==> config.mk <==
export PLATFORM = sky130hd
export DESIGN_NAME = if_stage_flat
export DESIGN_NICKNAME = d
export VERILOG_FILES = /design/src/rtl/if_stage_if.sv /design/src/rtl/if_stage.sv /design/src/flat_wrapper.sv
export SDC_FILE = /design/constraint.sdc
export NUM_CORES = 1
export LEC_CHECK = 0
export ABC_AREA = 1
export ABC_CLOCK_PERIOD_IN_PS = 4700
export BUFFER_PORTS_ARGS = -buffer_cell sky130_fd_sc_hd__buf_2
export CORE_MARGIN = 5
export CORE_UTILIZATION = 57
export DETAILED_ROUTE_END_ITERATION = 7
export GPL_TIMING_DRIVEN = 0
export PLACE_DENSITY = 0.86
export SLEW_MARGIN = 5
export SYNTH_ARGS = -nofsm -noshare
export SYNTH_HDL_FRONTEND = slang
export SYNTH_SLANG_ARGS = --single-unit
==> constraint.sdc <==
create_clock -name clk -period 4.7 [get_ports clk]
set_input_delay 1.41 -clock clk [delete_from_list [all_inputs] [get_ports clk]]
set_output_delay 1.41 -clock clk [all_outputs]
set_load 0.01 [all_outputs]
==> src/rtl/if_stage_if.sv <==
// Bundles the fetch stage's control, instruction-memory and IF/ID signals.
// The master modport is the fetch stage; the slave modport is everything around it.
interface if_stage_if;
  logic        stall_i;
  logic        flush_i;
  logic        redirect_i;
  logic [31:0] redirect_pc_i;
  logic [5:0]  imem_addr_o;
  logic [31:0] imem_data_i;
  logic [31:0] ifid_inst_o;
  logic [31:0] ifid_pc_o;
  logic [31:0] ifid_pc4_o;
  logic        ifid_valid_o;
  logic        fault_o;
  logic [31:0] fetch_count_o;

  modport master (
    input  stall_i, flush_i, redirect_i, redirect_pc_i, imem_data_i,
    output imem_addr_o, ifid_inst_o, ifid_pc_o, ifid_pc4_o, ifid_valid_o,
           fault_o, fetch_count_o
  );

  modport slave (
    output stall_i, flush_i, redirect_i, redirect_pc_i, imem_data_i,
    input  imem_addr_o, ifid_inst_o, ifid_pc_o, ifid_pc4_o, ifid_valid_o,
           fault_o, fetch_count_o
  );
endinterface

==> src/rtl/if_stage.sv <==
// RV32I instruction-fetch stage: PC register, IF/ID pipeline register and a
// sticky fault state entered when a redirect target is not word-aligned.
//
// state    | meaning
// ---------+-----------------------------------------------------------
// ST_RUN   | normal fetch; honours redirect > flush > stall > advance
// ST_FAULT | misaligned redirect seen; PC/count frozen, IF/ID bubbled
module if_stage #(
  parameter logic [31:0] RESET_PC = 32'h0000_0000,
  parameter logic [31:0] NOP_INST = 32'h0000_0033
) (
  input  logic       clk,
  input  logic       rst,
  if_stage_if.master bus
);

  typedef enum logic {
    ST_RUN   = 1'b0,
    ST_FAULT = 1'b1
  } state_e;

  state_e      state_q, state_d;
  logic [31:0] pc_q, pc_d;
  logic [31:0] ifid_inst_q, ifid_inst_d;
  logic [31:0] ifid_pc_q, ifid_pc_d;
  logic [31:0] ifid_pc4_q, ifid_pc4_d;
  logic        ifid_valid_q, ifid_valid_d;
  logic        fault_q, fault_d;
  logic [31:0] count_q, count_d;
  logic [31:0] pc_plus4;
  logic        bubble;
  logic        redirect_misaligned;

  assign pc_plus4            = pc_q + 32'd4;
  assign redirect_misaligned = (bus.redirect_pc_i[1:0] != 2'b00);

  always_comb begin
    state_d      = state_q;
    pc_d         = pc_q;
    ifid_inst_d  = ifid_inst_q;
    ifid_pc_d    = ifid_pc_q;
    ifid_pc4_d   = ifid_pc4_q;
    ifid_valid_d = ifid_valid_q;
    fault_d      = fault_q;
    count_d      = count_q;
    bubble       = 1'b0;

    case (state_q)
      ST_RUN: begin
        if (bus.redirect_i) begin
          bubble = 1'b1;
          if (redirect_misaligned) begin
            state_d = ST_FAULT;
            fault_d = 1'b1;
          end else begin
            pc_d = bus.redirect_pc_i;
          end
        end else if (bus.flush_i) begin
          bubble = 1'b1;
          if (!bus.stall_i) begin
            pc_d = pc_plus4;
          end
        end else if (!bus.stall_i) begin
          ifid_inst_d  = bus.imem_data_i;
          ifid_pc_d    = pc_q;
          ifid_pc4_d   = pc_plus4;
          ifid_valid_d = 1'b1;
          pc_d         = pc_plus4;
          count_d      = count_q + 32'd1;
        end
      end
      ST_FAULT: begin
        bubble = 1'b1;
      end
      default: begin
        state_d = ST_RUN;
      end
    endcase

    // Bubbles still record the current PC so a debugger can see where fetch sat.
    if (bubble) begin
      ifid_inst_d  = NOP_INST;
      ifid_pc_d    = pc_q;
      ifid_pc4_d   = pc_plus4;
      ifid_valid_d = 1'b0;
    end
  end

  always_ff @(posedge clk) begin
    if (rst) begin
      state_q      <= ST_RUN;
      pc_q         <= RESET_PC;
      ifid_inst_q  <= NOP_INST;
      ifid_pc_q    <= 32'd0;
      ifid_pc4_q   <= 32'd4;
      ifid_valid_q <= 1'b0;
      fault_q      <= 1'b0;
      count_q      <= 32'd0;
    end else begin
      state_q      <= state_d;
      pc_q         <= pc_d;
      ifid_inst_q  <= ifid_inst_d;
      ifid_pc_q    <= ifid_pc_d;
      ifid_pc4_q   <= ifid_pc4_d;
      ifid_valid_q <= ifid_valid_d;
      fault_q      <= fault_d;
      count_q      <= count_d;
    end
  end

  assign bus.imem_addr_o   = pc_q[7:2];
  assign bus.ifid_inst_o   = ifid_inst_q;
  assign bus.ifid_pc_o     = ifid_pc_q;
  assign bus.ifid_pc4_o    = ifid_pc4_q;
  assign bus.ifid_valid_o  = ifid_valid_q;
  assign bus.fault_o       = fault_q;
  assign bus.fetch_count_o = count_q;

endmodule

==> src/flat_wrapper.sv <==
// flat-port wrapper written by rule: the top's interface ports become plain ports
module if_stage_flat 
#(
  parameter logic [31:0] RESET_PC = 32'h0000_0000,
  parameter logic [31:0] NOP_INST = 32'h0000_0033
)
  (clk, rst, bus_stall_i, bus_flush_i, bus_redirect_i, bus_redirect_pc_i, bus_imem_data_i, bus_imem_addr_o, bus_ifid_inst_o, bus_ifid_pc_o, bus_ifid_pc4_o, bus_ifid_valid_o, bus_fault_o, bus_fetch_count_o);
  if_stage_if bus_i ();
  input  logic clk;
  input  logic rst;
  input wire logic [$bits(bus_i.stall_i)-1:0] bus_stall_i;
  input wire logic [$bits(bus_i.flush_i)-1:0] bus_flush_i;
  input wire logic [$bits(bus_i.redirect_i)-1:0] bus_redirect_i;
  input wire logic [$bits(bus_i.redirect_pc_i)-1:0] bus_redirect_pc_i;
  input wire logic [$bits(bus_i.imem_data_i)-1:0] bus_imem_data_i;
  output wire logic [$bits(bus_i.imem_addr_o)-1:0] bus_imem_addr_o;
  output wire logic [$bits(bus_i.ifid_inst_o)-1:0] bus_ifid_inst_o;
  output wire logic [$bits(bus_i.ifid_pc_o)-1:0] bus_ifid_pc_o;
  output wire logic [$bits(bus_i.ifid_pc4_o)-1:0] bus_ifid_pc4_o;
  output wire logic [$bits(bus_i.ifid_valid_o)-1:0] bus_ifid_valid_o;
  output wire logic [$bits(bus_i.fault_o)-1:0] bus_fault_o;
  output wire logic [$bits(bus_i.fetch_count_o)-1:0] bus_fetch_count_o;
  assign bus_i.stall_i = bus_stall_i;
  assign bus_i.flush_i = bus_flush_i;
  assign bus_i.redirect_i = bus_redirect_i;
  assign bus_i.redirect_pc_i = bus_redirect_pc_i;
  assign bus_i.imem_data_i = bus_imem_data_i;
  assign bus_imem_addr_o = bus_i.imem_addr_o;
  assign bus_ifid_inst_o = bus_i.ifid_inst_o;
  assign bus_ifid_pc_o = bus_i.ifid_pc_o;
  assign bus_ifid_pc4_o = bus_i.ifid_pc4_o;
  assign bus_ifid_valid_o = bus_i.ifid_valid_o;
  assign bus_fault_o = bus_i.fault_o;
  assign bus_fetch_count_o = bus_i.fetch_count_o;
  if_stage #(.RESET_PC(RESET_PC), .NOP_INST(NOP_INST)) u_core (.clk(clk), .rst(rst), .bus(bus_i));
endmodule
=== Word level (Yosys, flattened, before mapping) ===
Index checks and enable logic that the tools add are counted.

* Add/sub/neg operators: 2
* Eq/ne operators: 6
* Mux-type cells: 18
* Bitwise operators: 4
* Reduce and logical (&&, ||, !) cells: 6

{| class="wikitable"
|+ Operator list
! cell !! count
|-
| $mux W32 || 12
|-
| $add A32 B1 Y32 const B || 1
|-
| $add A32 B3 Y32 const B || 1
|-
| $ne A2 B1 Y1 const B || 4
|-
| $reduce_and A4 Y1 || 2
|-
| $reduce_and A3 Y1 || 2
|-
| $mux W1 || 5
|-
| $ne A2 B2 Y1 const B || 2
|-
| $not A1 Y1 || 4
|-
| $pmux W1 S2 || 1
|-
| $reduce_bool A2 Y1 || 1
|-
| $reduce_or A2 Y1 || 1
|}

* Register bits after elaboration: 163
* Word-level logic and storage cells: 44

=== Depth between registers and ports, before layout ===
* Word-level depth: 6
* Depth in mapped cells: 11
* Mapped depth without buffers: 10

=== Least setup slack after synthesis ===
No wires, ideal clock.

* Path kind: input to register
* Start: input port bus_redirect_pc_i[1]
* End: register u_core.pc_q[2]
* Library setup time: 119 ps
* Arrival time: 2380 ps
* Required time: 4581 ps
* Setup slack: 2202 ps
* Stages: 6
* Path buffers: 1
* Cell sequence: or2_2 o21ai_4 inv_2 buf_2 a211oi_1 nor2_1

* Word-level cells in the longest chain between the ends: 3

{| class="wikitable"
|+ Ends and longest elaborated chain
! what !! RTL line !! source
|-
| from (decl) || flat_wrapper.sv:14 || <nowiki>input wire logic [$bits(bus_i.redirect_pc_i)-1:0] bus_redirect_pc_i;</nowiki>
|-
| $reduce_bool A2 Y1 || if_stage.sv:35 || <nowiki>assign redirect_misaligned = (bus.redirect_pc_i[1:0] != 2'b00);</nowiki>
|-
| $ne A2 B2 Y1 (no source line) || n/a ||
|-
| $reduce_and A3 Y1 (no source line) || n/a ||
|-
| to (signal assigned) || if_stage.sv:101 || <nowiki>pc_q <= pc_d;</nowiki>
|-
| to (decl) || if_stage.sv:23 || <nowiki>logic [31:0] pc_q, pc_d;</nowiki>
|}

Every way passes these cells.
A chain may end at the register's enable or synchronous reset.

=== Worst setup path after layout ===
* Start: register u_core.pc_q[7]
* End: output port bus_imem_addr_o[5]

{| class="wikitable"
|+ RTL lines
! what !! RTL line !! source
|-
| to (decl) || flat_wrapper.sv:16 || <nowiki>output wire logic [$bits(bus_i.imem_addr_o)-1:0] bus_imem_addr_o;</nowiki>
|}

No word-level cell between the ends.

==> impl_metrics.ini <==
[worst_setup_path]
cp-end-kind = output port
worstPathMaxFanout = 7
path_class = reg -> out
crit_path_start_kind = register
critPathRequiredTime_ns = 3.29
arrival_ns = 1.20

[final_layout]
design_area_um2 = 9440
synthToLayoutAreaGrowth_pct = 24.0
drive_above_1_share_pct = 23.1
final_cell_mix = nand2_1, buf_2, nor2_1, dfxtp_1, o21ai_0
final_nets = 1390
final_core_util_pct = 71.6
layoutNonFillerInstCount = 1508
final_common_cell = nand2_1

[power_and_ir_drop]
p_total_mw = 3.21
leakage_nw = 4.50
ir_drop_uv = 283
cellPowerDensity_nw_per_um2 = 340

[route]
routedWlPerCell_um = 15.3
drt-pass1-iter-count = 6
wirelength_mm = 23.0
viasPerCell = 5.36
dr_total_vias = 8088
drt_iter0_drc = 827
drc = 0
antenna_left = 0

[place]
postPlaceCellArea_um2 = 8850
numPortBuffers = 203
dp_hpwl_mm = 17.1
pre_cts_ws_ns = 1.85
gp_congestion = 0.954
place_inst = 1475

[timing]
setup_violations = 0
drv_slew = 0
whs_ns = 0.449
post-route-min-period_ns = 2.61
max_freq_mhz = 383
grt_setup_unrepaired = no
finalClockSkew_ns = 0.00942
hold_viol_final = 0
timing.setup.tns_ns = 0
finalCritPeriodShare_pct = 55.6
worst_slew_pin_slew_ns = 0.587
relSlewSlack_pct = 60.9
setup_ws_ns = 2.09

[yosys]
syn_area_um2 = 7610
netlist_instances = 1096
syn_avg_cell_area_um2 = 6.95
ys_seq_elements = 161
synth_warnings = 0
seq_area_frac_synth_pct = 42.3
syn-num-nets = 1168
ys_types = 41

[clocking]
path_clk_slew_ns = 0.06
clock_latency_ns = 0.43
cts_sinks = 161
cts_tree = yes
clockBufferDepth = 2
cts-resized-gates = 0
clock_tree.root_cell = clkbuf_16
cts_max_level = 4
cts_setup_buffers = 0
cts_hold_buf = 0
cts_inserted_buffers = 17

[global_routing]
grt_pass1_wl_mm = 36.8
gr-total-overflow = 0
grt_start_max_net_pins = 17
grt_pass1_vias = 7471
grt.total_usage_pct = 28.4
grt_antenna_before_repair = 1

[floorplan]
start_util_pct = 57.7
fp.dieH_um = 126
core_area_um2 = 13200
die_w_um = 126
dieArea_um2 = 15800
pin_count = 205
num_rows = 42

[flow_run]
cap_violations = 0

[worst_hold_path]
hold_path.class = reg -> reg

[status]
run_status = completed
registers in the layout (all words and copies together), names as in the netlist:
name,count
u_core.bus.fetch_count_o,32
u_core.bus.ifid_inst_o,32
u_core.bus.ifid_pc4_o,32
u_core.pc_q,32
u_core.bus.ifid_pc_o,30
u_core.bus.fault_o,1
u_core.bus.ifid_valid_o,1
u_core.state_q,1
power breakdown:
group          internal (mW)  switching, mW  leakage [nW]
Combinational          0.130          0.210          2.91
Sequential              1.43         0.0607          1.31
Clock                  0.811          0.571         0.279
Total                   2.37          0.842          4.50
kinds of logic after synthesis:
group	after synthesis	share of synthesized area, %
XOR/XNOR	15	2.02
buffers and inverters	148	8.25
AND/OR/NAND/NOR	518	29.4
AO/OA/AOI/OAI	251	17.5
flip-flops	161	42.3
adder cells (fa/ha/maj)	3	0.493
critical path, stage by stage (launching register included):
cell and delay, ns:
dfxtp_1 0.50, buf_4 0.16, buf_2 0.11
layout make-up:
class | count | area, um2
Antenna cell | 1 | 2.50
Buffer | 58 | 290
Clock buffer | 20 | 457
Clock inverter | 12 | 131
Fill cell | 1087 | 3750
Inverter | 90 | 338
Multi-Input combinational cell | 787 | 3760
Sequential cell | 161 | 3220
Tap cell | 176 | 220
Timing Repair Buffer | 203 | 1020
per-layer routing:
metal	wire (um)	global-route usage (%)	share of wire [%]
met5	0	0	0
met4	546	9.89	2.4
met3	2110	6.01	9.1
met2	10800	46.5	47
met1	9580	37.2	42
Yosys cell counts, drive strengths merged:
| library cell | number | area share [%] |
|---|---|---|
| nand3 | 44 | 3.2 |
| a21oi | 94 | 6.2 |
| nand2 | 242 | 12 |
| or2 | 2 | 0.16 |
| a31oi | 5 | 0.41 |
| and3 | 1 | 0.082 |
| nand4 | 10 | 0.82 |
| xnor2 | 1 | 0.12 |
| nor2 | 206 | 12 |
| a211oi | 1 | 0.099 |
| nor3b | 1 | 0.099 |
| clkbuf | 26 | 1.3 |
| xor2 | 14 | 1.9 |
| buf | 32 | 2.5 |
| nor3 | 8 | 0.53 |
| o21ai | 127 | 8.5 |
| o21bai | 19 | 1.9 |
| a21o | 2 | 0.20 |
| clkinv | 1 | 0.049 |
| dfxtp | 161 | 42 |
| and2 | 3 | 0.25 |
| o21a | 3 | 0.30 |
| ha | 3 | 0.49 |
| inv | 89 | 4.4 |
| nand3b | 1 | 0.15 |
worst paths after layout:
| path | start | to | slack, ns | depth (start not counted) |
|---|---|---|---|---|
| max | u_core.pc_q[7] | bus_imem_addr_o[5] | 2.09 | 2 |
| min | u_core.pc_q[0] | u_core.pc_q[0] | 0.45 | 2 |
| max reg2reg | u_core.pc_q[2] | u_core.bus.ifid_pc4_o[20] | 2.84 | 10 |
| min reg2reg | u_core.pc_q[0] | u_core.pc_q[0] | 0.45 | 2 |
Power figures use the tool's default switching activity.
